**src/rtl/serdes_pkg.sv**
```systemverilog
// Shared SERDES definitions: word width, default control words, FSM states and
// the forward per-byte bit permutation that the receive reorder undoes.
package serdes_pkg;

  localparam int WORD_W = 32;

  localparam logic [WORD_W-1:0] TRAIN_WORD_DEF = 32'hBCBC_BCBC;
  localparam logic [WORD_W-1:0] SYNC_WORD_DEF  = 32'hA5A5_5A5A;
  localparam logic [WORD_W-1:0] IDLE_WORD_DEF  = 32'hF0F0_F0F0;

  typedef enum logic {
    ST_TRAIN = 1'b0,
    ST_RUN   = 1'b1
  } state_e;

  // Even input bits land on the upper nibble, odd bits on the lower nibble, both reversed.
  function automatic logic [WORD_W-1:0] fwd_map32(input logic [WORD_W-1:0] w);
    logic [WORD_W-1:0] m;
    m = '0;
    for (int b = 0; b < WORD_W / 8; b++) begin
      m[8*b+7] = w[8*b+0];
      m[8*b+6] = w[8*b+2];
      m[8*b+5] = w[8*b+4];
      m[8*b+4] = w[8*b+6];
      m[8*b+3] = w[8*b+1];
      m[8*b+2] = w[8*b+3];
      m[8*b+1] = w[8*b+5];
      m[8*b+0] = w[8*b+7];
    end
    return m;
  endfunction

endpackage

```
**src/rtl/tx_skid_fifo2.sv**
```systemverilog
// Two-entry payload buffer in front of the framer; simultaneous push and pop
// keep the occupancy unchanged, and reset discards the contents immediately.
module tx_skid_fifo2
  import serdes_pkg::*;
#(
  parameter int W = WORD_W
) (
  input  logic         clk,
  input  logic         rstn,
  input  logic         push_i,
  input  logic [W-1:0] data_i,
  input  logic         pop_i,
  output logic [W-1:0] head_o,
  output logic [1:0]   count_o
);

  logic [W-1:0] mem_q [0:1];
  logic         wr_ptr_q;
  logic         rd_ptr_q;
  logic [1:0]   count_q;
  logic [1:0]   count_d;
  logic         push_ok;
  logic         pop_ok;

  assign push_ok = push_i && (count_q != 2'd2);
  assign pop_ok  = pop_i && (count_q != 2'd0);

  always_comb begin
    count_d = count_q;
    if (push_ok && !pop_ok) begin
      count_d = count_q + 2'd1;
    end else if (!push_ok && pop_ok) begin
      count_d = count_q - 2'd1;
    end
  end

  always_ff @(posedge clk or negedge rstn) begin
    if (!rstn) begin
      mem_q[0] <= '0;
      mem_q[1] <= '0;
      wr_ptr_q <= 1'b0;
      rd_ptr_q <= 1'b0;
      count_q  <= 2'd0;
    end else begin
      if (push_ok) begin
        mem_q[wr_ptr_q] <= data_i;
        wr_ptr_q        <= ~wr_ptr_q;
      end
      if (pop_ok) begin
        rd_ptr_q <= ~rd_ptr_q;
      end
      count_q <= count_d;
    end
  end

  assign head_o  = mem_q[rd_ptr_q];
  assign count_o = count_q;

endmodule

```
**src/rtl/tx_map_framer.sv**
```systemverilog
// SERDES TX framer: training after reset, then payload with periodic sync and idle fill,
// all bit-mapped. Define TX_MAP_PRBS_EN to add the prbs_mode port and PRBS-7 payload source.
module tx_map_framer
  import serdes_pkg::*;
#(
  parameter int                TRAIN_LEN   = 16,
  parameter int                SYNC_PERIOD = 256,
  parameter logic [WORD_W-1:0] TRAIN_WORD  = TRAIN_WORD_DEF,
  parameter logic [WORD_W-1:0] SYNC_WORD   = SYNC_WORD_DEF,
  parameter logic [WORD_W-1:0] IDLE_WORD   = IDLE_WORD_DEF
) (
  input  logic              clk,
  input  logic              rstn,
  input  logic [WORD_W-1:0] in_data,
  input  logic              in_valid,
  output logic              in_ready,
  output logic [WORD_W-1:0] tx_data,
  output logic              tx_ctrl,
`ifdef TX_MAP_PRBS_EN
  input  logic              prbs_mode,
`endif
  output logic              tx_train
);

  localparam int TCW = (TRAIN_LEN > 1) ? $clog2(TRAIN_LEN) : 1;
  localparam int SCW = $clog2(SYNC_PERIOD);
  localparam logic [TCW-1:0] TRAIN_LAST = TCW'(TRAIN_LEN - 1);
  localparam logic [SCW-1:0] SYNC_LAST  = SCW'(SYNC_PERIOD - 1);

  state_e            state_q,     state_d;
  logic [TCW-1:0]    train_cnt_q, train_cnt_d;
  logic [SCW-1:0]    sync_cnt_q,  sync_cnt_d;
  logic [WORD_W-1:0] tx_data_q,   tx_data_d;
  logic              tx_ctrl_q,   tx_ctrl_d;
  logic              tx_train_q,  tx_train_d;

  logic [WORD_W-1:0] slot_word;
  logic              next_is_run;
  logic              fifo_push;
  logic              fifo_pop;
  logic [WORD_W-1:0] fifo_head;
  logic [1:0]        fifo_count;
  logic              prbs_active;

`ifdef TX_MAP_PRBS_EN
  localparam logic [6:0] PRBS_SEED = 7'h7F;

  logic [6:0]        prbs_q, prbs_d;
  logic [6:0]        prbs_adv_state;
  logic [WORD_W-1:0] prbs_adv_word;

  // x^7+x^6+1, 32 steps per word; the first generated bit becomes bit 31.
  function automatic logic [38:0] prbs7_advance32(input logic [6:0] seed);
    logic [6:0]  s;
    logic [31:0] w;
    logic        fb;
    s = seed;
    w = '0;
    for (int i = 0; i < 32; i++) begin
      fb        = s[6] ^ s[5];
      w[31 - i] = fb;
      s         = {s[5:0], fb};
    end
    return {s, w};
  endfunction

  assign {prbs_adv_state, prbs_adv_word} = prbs7_advance32(prbs_q);
  assign prbs_active = prbs_mode;
`else
  assign prbs_active = 1'b0;
`endif

  assign in_ready  = (state_q == ST_RUN) && (fifo_count != 2'd2) && !prbs_active;
  assign fifo_push = in_valid && in_ready;

  tx_skid_fifo2 #(
    .W(WORD_W)
  ) u_fifo (
    .clk    (clk),
    .rstn   (rstn),
    .push_i (fifo_push),
    .data_i (in_data),
    .pop_i  (fifo_pop),
    .head_o (fifo_head),
    .count_o(fifo_count)
  );

  // Everything below decides the word for the next output slot.
  always_comb begin
    state_d     = state_q;
    train_cnt_d = train_cnt_q;
    sync_cnt_d  = sync_cnt_q;
    tx_ctrl_d   = 1'b1;
    tx_train_d  = 1'b0;
    slot_word   = IDLE_WORD;
    fifo_pop    = 1'b0;
    next_is_run = 1'b0;
`ifdef TX_MAP_PRBS_EN
    prbs_d      = prbs_q;
`endif

    case (state_q)
      ST_TRAIN: begin
        if (train_cnt_q == TRAIN_LAST) begin
          state_d     = ST_RUN;
          train_cnt_d = '0;
          sync_cnt_d  = '0;
          next_is_run = 1'b1;
        end else begin
          train_cnt_d = train_cnt_q + 1'b1;
        end
      end
      ST_RUN: begin
        sync_cnt_d  = (sync_cnt_q == SYNC_LAST) ? '0 : sync_cnt_q + 1'b1;
        next_is_run = 1'b1;
      end
      default: begin
        state_d = ST_TRAIN;
      end
    endcase

    if (!next_is_run) begin
      slot_word  = TRAIN_WORD;
      tx_train_d = 1'b1;
    end else if (sync_cnt_d == SYNC_LAST) begin
      slot_word = SYNC_WORD;
`ifdef TX_MAP_PRBS_EN
    end else if (prbs_active) begin
      slot_word = prbs_adv_word;
      tx_ctrl_d = 1'b0;
      prbs_d    = prbs_adv_state;
`endif
    end else if (fifo_count != 2'd0) begin
      slot_word = fifo_head;
      tx_ctrl_d = 1'b0;
      fifo_pop  = 1'b1;
    end

    tx_data_d = fwd_map32(slot_word);
  end

  always_ff @(posedge clk or negedge rstn) begin
    if (!rstn) begin
      state_q     <= ST_TRAIN;
      train_cnt_q <= '0;
      sync_cnt_q  <= '0;
      tx_data_q   <= fwd_map32(TRAIN_WORD);
      tx_ctrl_q   <= 1'b1;
      tx_train_q  <= 1'b1;
`ifdef TX_MAP_PRBS_EN
      prbs_q      <= PRBS_SEED;
`endif
    end else begin
      state_q     <= state_d;
      train_cnt_q <= train_cnt_d;
      sync_cnt_q  <= sync_cnt_d;
      tx_data_q   <= tx_data_d;
      tx_ctrl_q   <= tx_ctrl_d;
      tx_train_q  <= tx_train_d;
`ifdef TX_MAP_PRBS_EN
      prbs_q      <= prbs_d;
`endif
    end
  end

  assign tx_data  = tx_data_q;
  assign tx_ctrl  = tx_ctrl_q;
  assign tx_train = tx_train_q;

endmodule

```
**config.mk**
```make
export PLATFORM = sky130hd
export DESIGN_NAME = tx_map_framer
export DESIGN_NICKNAME = d
export VERILOG_FILES = /design/src/rtl/serdes_pkg.sv /design/src/rtl/tx_skid_fifo2.sv /design/src/rtl/tx_map_framer.sv
export SDC_FILE = /design/constraint.sdc
export NUM_CORES = 1
export LEC_CHECK = 0
export BUFFER_PORTS_ARGS = -buffer_cell sky130_fd_sc_hd__buf_4
export CAP_MARGIN = 25
export CORE_ASPECT_RATIO = 0.6
export CORE_UTILIZATION = 35
export DETAILED_ROUTE_END_ITERATION = 8
export GPL_TIMING_DRIVEN = 1
export PLACE_DENSITY = 0.57
export SYNTH_ARGS = -nofsm -noshare
export SYNTH_HDL_FRONTEND = slang
export SYNTH_HIERARCHICAL = 1
export SYNTH_SLANG_ARGS = --single-unit
```
**constraint.sdc**
```tcl
create_clock -name clk -period 3 [get_ports clk]
set_input_delay 0.3 -clock clk [delete_from_list [all_inputs] [get_ports clk]]
set_output_delay 0.3 -clock clk [all_outputs]
set_load 0.02 [all_outputs]
```
Yosys cells after proc, flatten, opt, wreduce, memory -nomap -nowiden
Index checks and enable logic that the tools add are counted.
- multiplexer cells: 25
- bitwise logic cells: 5
- $add $sub $neg: 4
- reduce and logical (&&, ||, !) cells: 11
- equal/unequal tests: 4
- $lt $le $gt $ge: 3
- operators by type and width (kind ; count):
    2-to-1 mux 32 bit ; 7
    bitwise mux 64 bit ; 1
    demux 32 bit (select 1 bit) ; 1
    equality test 8 bit (second input constant) ; 2
    2-to-1 mux 8 bit ; 2
    case mux 8 bit (2 select lines) ; 1
    2-to-1 mux 1 bit ; 9
    adder 8 x 1 -> 8 bit (second input constant) ; 1
    logical AND 1 bit ; 7
    adder 4 x 1 -> 4 bit (second input constant) ; 1
    equality test 4 bit (second input constant) ; 1
    >= comparator 2 bit (second input constant) ; 2
    2-to-1 mux 2 bit ; 2
    2-to-1 mux 4 bit ; 1
    inverter 1 -> 2 bit ; 2
    nonzero test 2 bit ; 2
    inverter 1 bit ; 3
    adder 2 x 1 -> 2 bit (second input constant) ; 1
    logical NOT 1 bit ; 2
    < comparator 2 x 1 -> 1 bit (second input constant) ; 1
    != test 2 bit (second input constant) ; 1
    case mux 1 bit (2 select lines) ; 1
    subtractor 2 x 1 -> 2 bit (second input constant) ; 1
- register bits after elaboration: 115
- logic and storage cells: 63
- output and inout port bits: 35

Longest topological paths before layout
- word-level depth: 10
- mapped depth: 14

Hierarchy
Netlist, hierarchy kept.
- modules (own cells, without submodules) (module ; times used ; cells an instance ; area an instance (sq um) ; sequential area each (sq um)):
    tx_skid_fifo2 ; 1 ; 188 ; 3270.6 ; 1701.6
    tx_map_framer ; 1 ; 178 ; 2015.7 ; 1203.7

Least setup slack after synthesis
No wires, ideal clock.
- kind: register -> register
- from: reg train_cnt_q[0]
- to: reg u_fifo.count_q[1], in the netlist u_fifo/count_o[1]
- setup time: 129 ps
- slack: 436 ps
- stages on the path, launching flop included: 15
- data required time: 2871 ps
- arrival: 2435 ps
- period minus slack after synthesis: 2564 ps
- path through: dfrtp_1 ha_1 a31o_2 buf_4 inv_2 buf_6 a21oi_1 nor4_4 a41oi_2 buf_6 o21ai_0 ha_1 xor2_1 nor2_1 xor2_1
- word-level cells in the longest chain between the ends: 10
- RTL lines (what ; RTL line ; text):
    start, declared ; tx_map_framer.sv:31 ; logic [TCW-1:0] train_cnt_q, train_cnt_d;
    start signal, assigned ; tx_map_framer.sv:155 ; train_cnt_q <= train_cnt_d;
    equality test 4 bit * ; tx_map_framer.sv:104 ; if (train_cnt_q == TRAIN_LAST) begin
    2-to-1 mux 8 bit ; tx_map_framer.sv:104 ;
    case mux 8 bit (2 select lines) ; tx_map_framer.sv:102 ; case (state_q)
    equality test 8 bit ; tx_map_framer.sv:125 ; end else if (sync_cnt_d == SYNC_LAST) begin
    2-to-1 mux 1 bit ; tx_map_framer.sv:125 ;
    2-to-1 mux 1 bit * ; tx_map_framer.sv:122 ; if (!next_is_run) begin
    net fifo_pop ; tx_map_framer.sv:40 ; logic fifo_pop;
    logical AND 1 bit * ; tx_skid_fifo2.sv:26 ; assign pop_ok = pop_i && (count_q != 2'd0);
    logical NOT 1 bit ; tx_skid_fifo2.sv:30 ; if (push_ok && !pop_ok) begin
    logical AND 1 bit ; tx_skid_fifo2.sv:30 ;
    2-to-1 mux 2 bit / nonzero test 2 bit (equally long branches) ; -- ;
    end signal, assigned ; tx_skid_fifo2.sv:52 ; count_q <= count_d;
    end, declared ; tx_skid_fifo2.sv:20 ; logic [1:0] count_q;
Mark *: on every way through the listed nets, which the timed path passes. The rest lies on a longest branch.
A chain may end at the register's enable or synchronous reset.

Final worst setup path
- from: reg sync_cnt_q[0]
- to: reg u_fifo.count_q[1], in the netlist u_fifo/count_o[1]
- word-level cells in the longest chain between the ends: 10
- RTL lines (what ; RTL line ; text):
    start, declared ; tx_map_framer.sv:32 ; logic [SCW-1:0] sync_cnt_q, sync_cnt_d;
    start signal, assigned ; tx_map_framer.sv:156 ; sync_cnt_q <= sync_cnt_d;
    adder 8 x 1 -> 8 bit / equality test 8 bit (equally long branches) ; tx_map_framer.sv:114 ; sync_cnt_d = (sync_cnt_q == SYNC_LAST) ? '0 : sync_cnt_q + 1'b1;
    2-to-1 mux 8 bit ; tx_map_framer.sv:114 ;
    case mux 8 bit (2 select lines) * ; tx_map_framer.sv:102 ;
    equality test 8 bit * ; tx_map_framer.sv:125 ;
    2-to-1 mux 1 bit * ; tx_map_framer.sv:125 ;
    2-to-1 mux 1 bit * ; tx_map_framer.sv:122 ;
    logical AND 1 bit * ; tx_skid_fifo2.sv:26 ;
    logical NOT 1 bit ; tx_skid_fifo2.sv:30 ;
    logical AND 1 bit ; tx_skid_fifo2.sv:30 ;
    2-to-1 mux 2 bit / nonzero test 2 bit (equally long branches) ; -- ;
Every way passes the cells marked *; elsewhere a longest branch is shown, timed or not.

==> flow_summary.toml <==
[critical_path]
ff2ff_setup_slack_ns = 0.28
crit_fanout = 9
endpoint_kind = "register"
critPathArrivalTime_ns = 3.01
crit_type = "register to register"
crit_required_ns = 3.28
reg2regPathDepth = 10
startpoint_type = "register"

[synthesis]
synth_top_cell_by_area = "dfrtp_1"
synth-seq-cells = 115
synth_cell_type_count = 49
synth_common_cells = "93 x dfrtp_1, 60 x mux2_4, 37 x mux2_2, 22 x dfstp_2, 21 x nand2_1"
netlist_instances = 366
synthFlopType = "dfrtp_1"
synth_edf_count = 0
synthArstFlopShare_pct = 100
ys_seq_area_share_pct = 55.0
syn_area_sq_um = 5290
yosysTopAreaCellShare_pct = 44.0
synth.net_count = 404
avgSynthCellArea_sq_um = 14.4
yosysWarnings = 6
synth_area_leaders = "dfrtp_1 44%, mux2_4 17%, dfstp_2 11%"
yosysMostFrequentCell = "dfrtp_1"

[clock_network]
numCtsBuffers = 17
cts_sinks = 115
clock_latency_ns = 0.41
cts_tree = "yes"
cts.htree.levels = 4
cts_setup_buffers = 0
cts-root-buf = "clkbuf_16"
cts.clk_slew.worst_paths_ns = 0.06
clockBufferDepth = 2

[layout]
post_layout_nonfiller_instances = 656
fillerInstances = 1314
drive_gt1_share_pct = 54.6
syn_to_final_growth_pct = 24.4
diodes = 0
nets = 483

[timing]
fin_crit_ns = 2.72
setup-violations-final = 0
fin_skew_ns = 0.00896
finalWorstSetupSlack_ns = 0.277
clock.fmax_ghz = 0.367
hold_viol = 0
slew_viol_final = 0
rsz0062_at_grt = "no"
slew_headroom_pct = 40.3
finalCritPeriodShare_pct = 90.8
worst_slew_pin_slew_ns = 0.895
finalSetupTns_ns = 0

[grt]
antenna_found_initial = 0
first_global_vias = 3266
grt_max_degree = 53
track_usage_pct = 16.3
gr-total-overflow = 0
grt_pass1_wl_microns = 18900

[place]
hpwl_microns = 7460
gp_congestion = 0.829
port_buffers = 69
dpl.cell_count = 623
dpl_worst_slack_ns = 0.329

[worst_hold_path]
hold_depth = 2
hp-class = "input pin to register"

[run]
maxCapViolCount = 0

[status]
status = "complete, no violations"

[floorplan]
start_util_pct = 36.1
io_pins = 70
num_rows = 34
die_y_microns = 97.2
core_area_sq_um = 14600
die-width_microns = 161
die_area_sq_um = 15600

[drt]
wirelength_microns = 11600
drc = 0
routed_via_density = 4.74
postRouteAntennaNets = 0
firstDrtPassIters = 4
avgRoutedWirePerCell_microns = 17.7
initialDrtViolationCount = 159
vias = 3112

[power]
power_mw = 7.86
p_leak_nw = 3.00
powerDensity_nw_per_um2 = 1200
worst_ir_drop_vdd_mv = 0.522
==> state kept, by name (all words and copies together), names as in the netlist <==
| register | cells |
|---|---|
| u_fifo/mem_q | 64 |
| tx_ctrl | 1 |
| tx_data | 32 |
| u_fifo/wr_ptr_q | 1 |
| state_q | 1 |
| u_fifo/count_o | 2 |
| train_cnt_q | 4 |
| u_fifo/rd_ptr_q | 1 |
| tx_train | 1 |
| sync_cnt_q | 8 |
==> report_power, final <==
part	switching (mW)	internal (mW)	leakage (nW)
sequential	0.452	2.36	1.34
clock	0.738	1.41	0.295
combinational	1.18	1.72	1.36
total	2.37	5.49	3.00
==> what timing repair did <==
item | 4_1_cts | 5_1_grt
endpoints found under the setup margin | 0 | 1
hold buffers | 1 | 0
resized for setup | 0 | 1
endpoints found under the hold margin | 41 | 0
==> path summary, 6_finish.rpt <==
path / start / endpoint
max: sync_cnt_q[0]$_DFF_PN0_ / u_fifo/count_o[1]$_DFFE_PN0P_
max reg2reg: sync_cnt_q[0]$_DFF_PN0_ / u_fifo/count_o[1]$_DFFE_PN0P_
min reg2reg: u_fifo/wr_ptr_q$_DFFE_PN0P_ / u_fifo/wr_ptr_q$_DFFE_PN0P_
min in group asynchronous: rstn / u_fifo/mem_q[26]$_DFFE_PN0P_
max in group asynchronous: rstn / tx_data[21]$_DFF_PN1_
min: in_data[14] / u_fifo/mem_q[46]$_DFFE_PN0P_
==> layout make-up <==
class | instances | area [sq um] | area share [%]
flip-flops and latches | 115 | 2910 | 44.2
well taps | 198 | 248 | 3.77
repair buffers | 82 | 643 | 9.78
multi-input cells | 225 | 2140 | 32.5
clock inverters | 13 | 183 | 2.78
inverters | 4 | 15.0 | 0.228
clock buffers | 19 | 443 | 6.74
==> metal layers <==
layer / GRT usage [%] / up-vias / wire length [microns]
li1: - / 1444 / -
met1: 23.7 / 1569 / 5860
met2: 22.5 / 88 / 4850
met3: 5.25 / 11 / 766
met4: 5.71 / 0 / 123
met5: 0 / - / 0
==> cells by family (layout without fill, tap and decap cells) <==
| kind of cell | Yosys count | count (layout) | share of synthesized area, % |
|---|---|---|---|
| AND/OR/NAND/NOR | 75 | 75 | 8.12 |
| adder cells (fa/ha/maj) | 3 | 3 | 0.710 |
| XOR/XNOR | 10 | 10 | 1.66 |
| multiplexers | 97 | 97 | 24.9 |
| buffers and inverters | 26 | 118 | 4.64 |
| AO/OA/AOI/OAI | 40 | 40 | 4.99 |
| flip-flops | 115 | 115 | 55.0 |
==> cell usage in the layout (no fill, tap or decap), drive strengths merged, types with 7 or more instances in the layout <==
| master | instances |
|---|---|
| and2 | 7 |
| nand2 | 21 |
| clkbuf | 19 |
| o21ai | 16 |
| buf | 81 |
| dfstp | 22 |
| nor2 | 14 |
| nand3 | 9 |
| dfrtp | 93 |
| mux2 | 97 |
| nand2b | 8 |
| a21oi | 11 |
==> stage by stage <==
step	util, %	cell area, sq um	hold slack [ns]
global route	44.9	6580	0.109
detailed placement	40.6	5940	0.381
global placement	40.6	5940	0.376
floorplan	-	5290	0.00441
CTS	44.9	6580	0.110
finish	44.9	6580	0.124
==> worst max-delay path: stages (launching register included) <==
cell	delay [ns]
dfrtp_1	0.47
ha_1	0.28
a31oi_1	0.10
or3b_1	0.40
nor4_4	0.37
a41oi_2	0.17
o21ai_0	0.16
ha_1	0.23
xor2_1	0.18
nor2_1	0.08
xor2_1	0.15
Note: power is estimated with default switching activity, not from simulation.
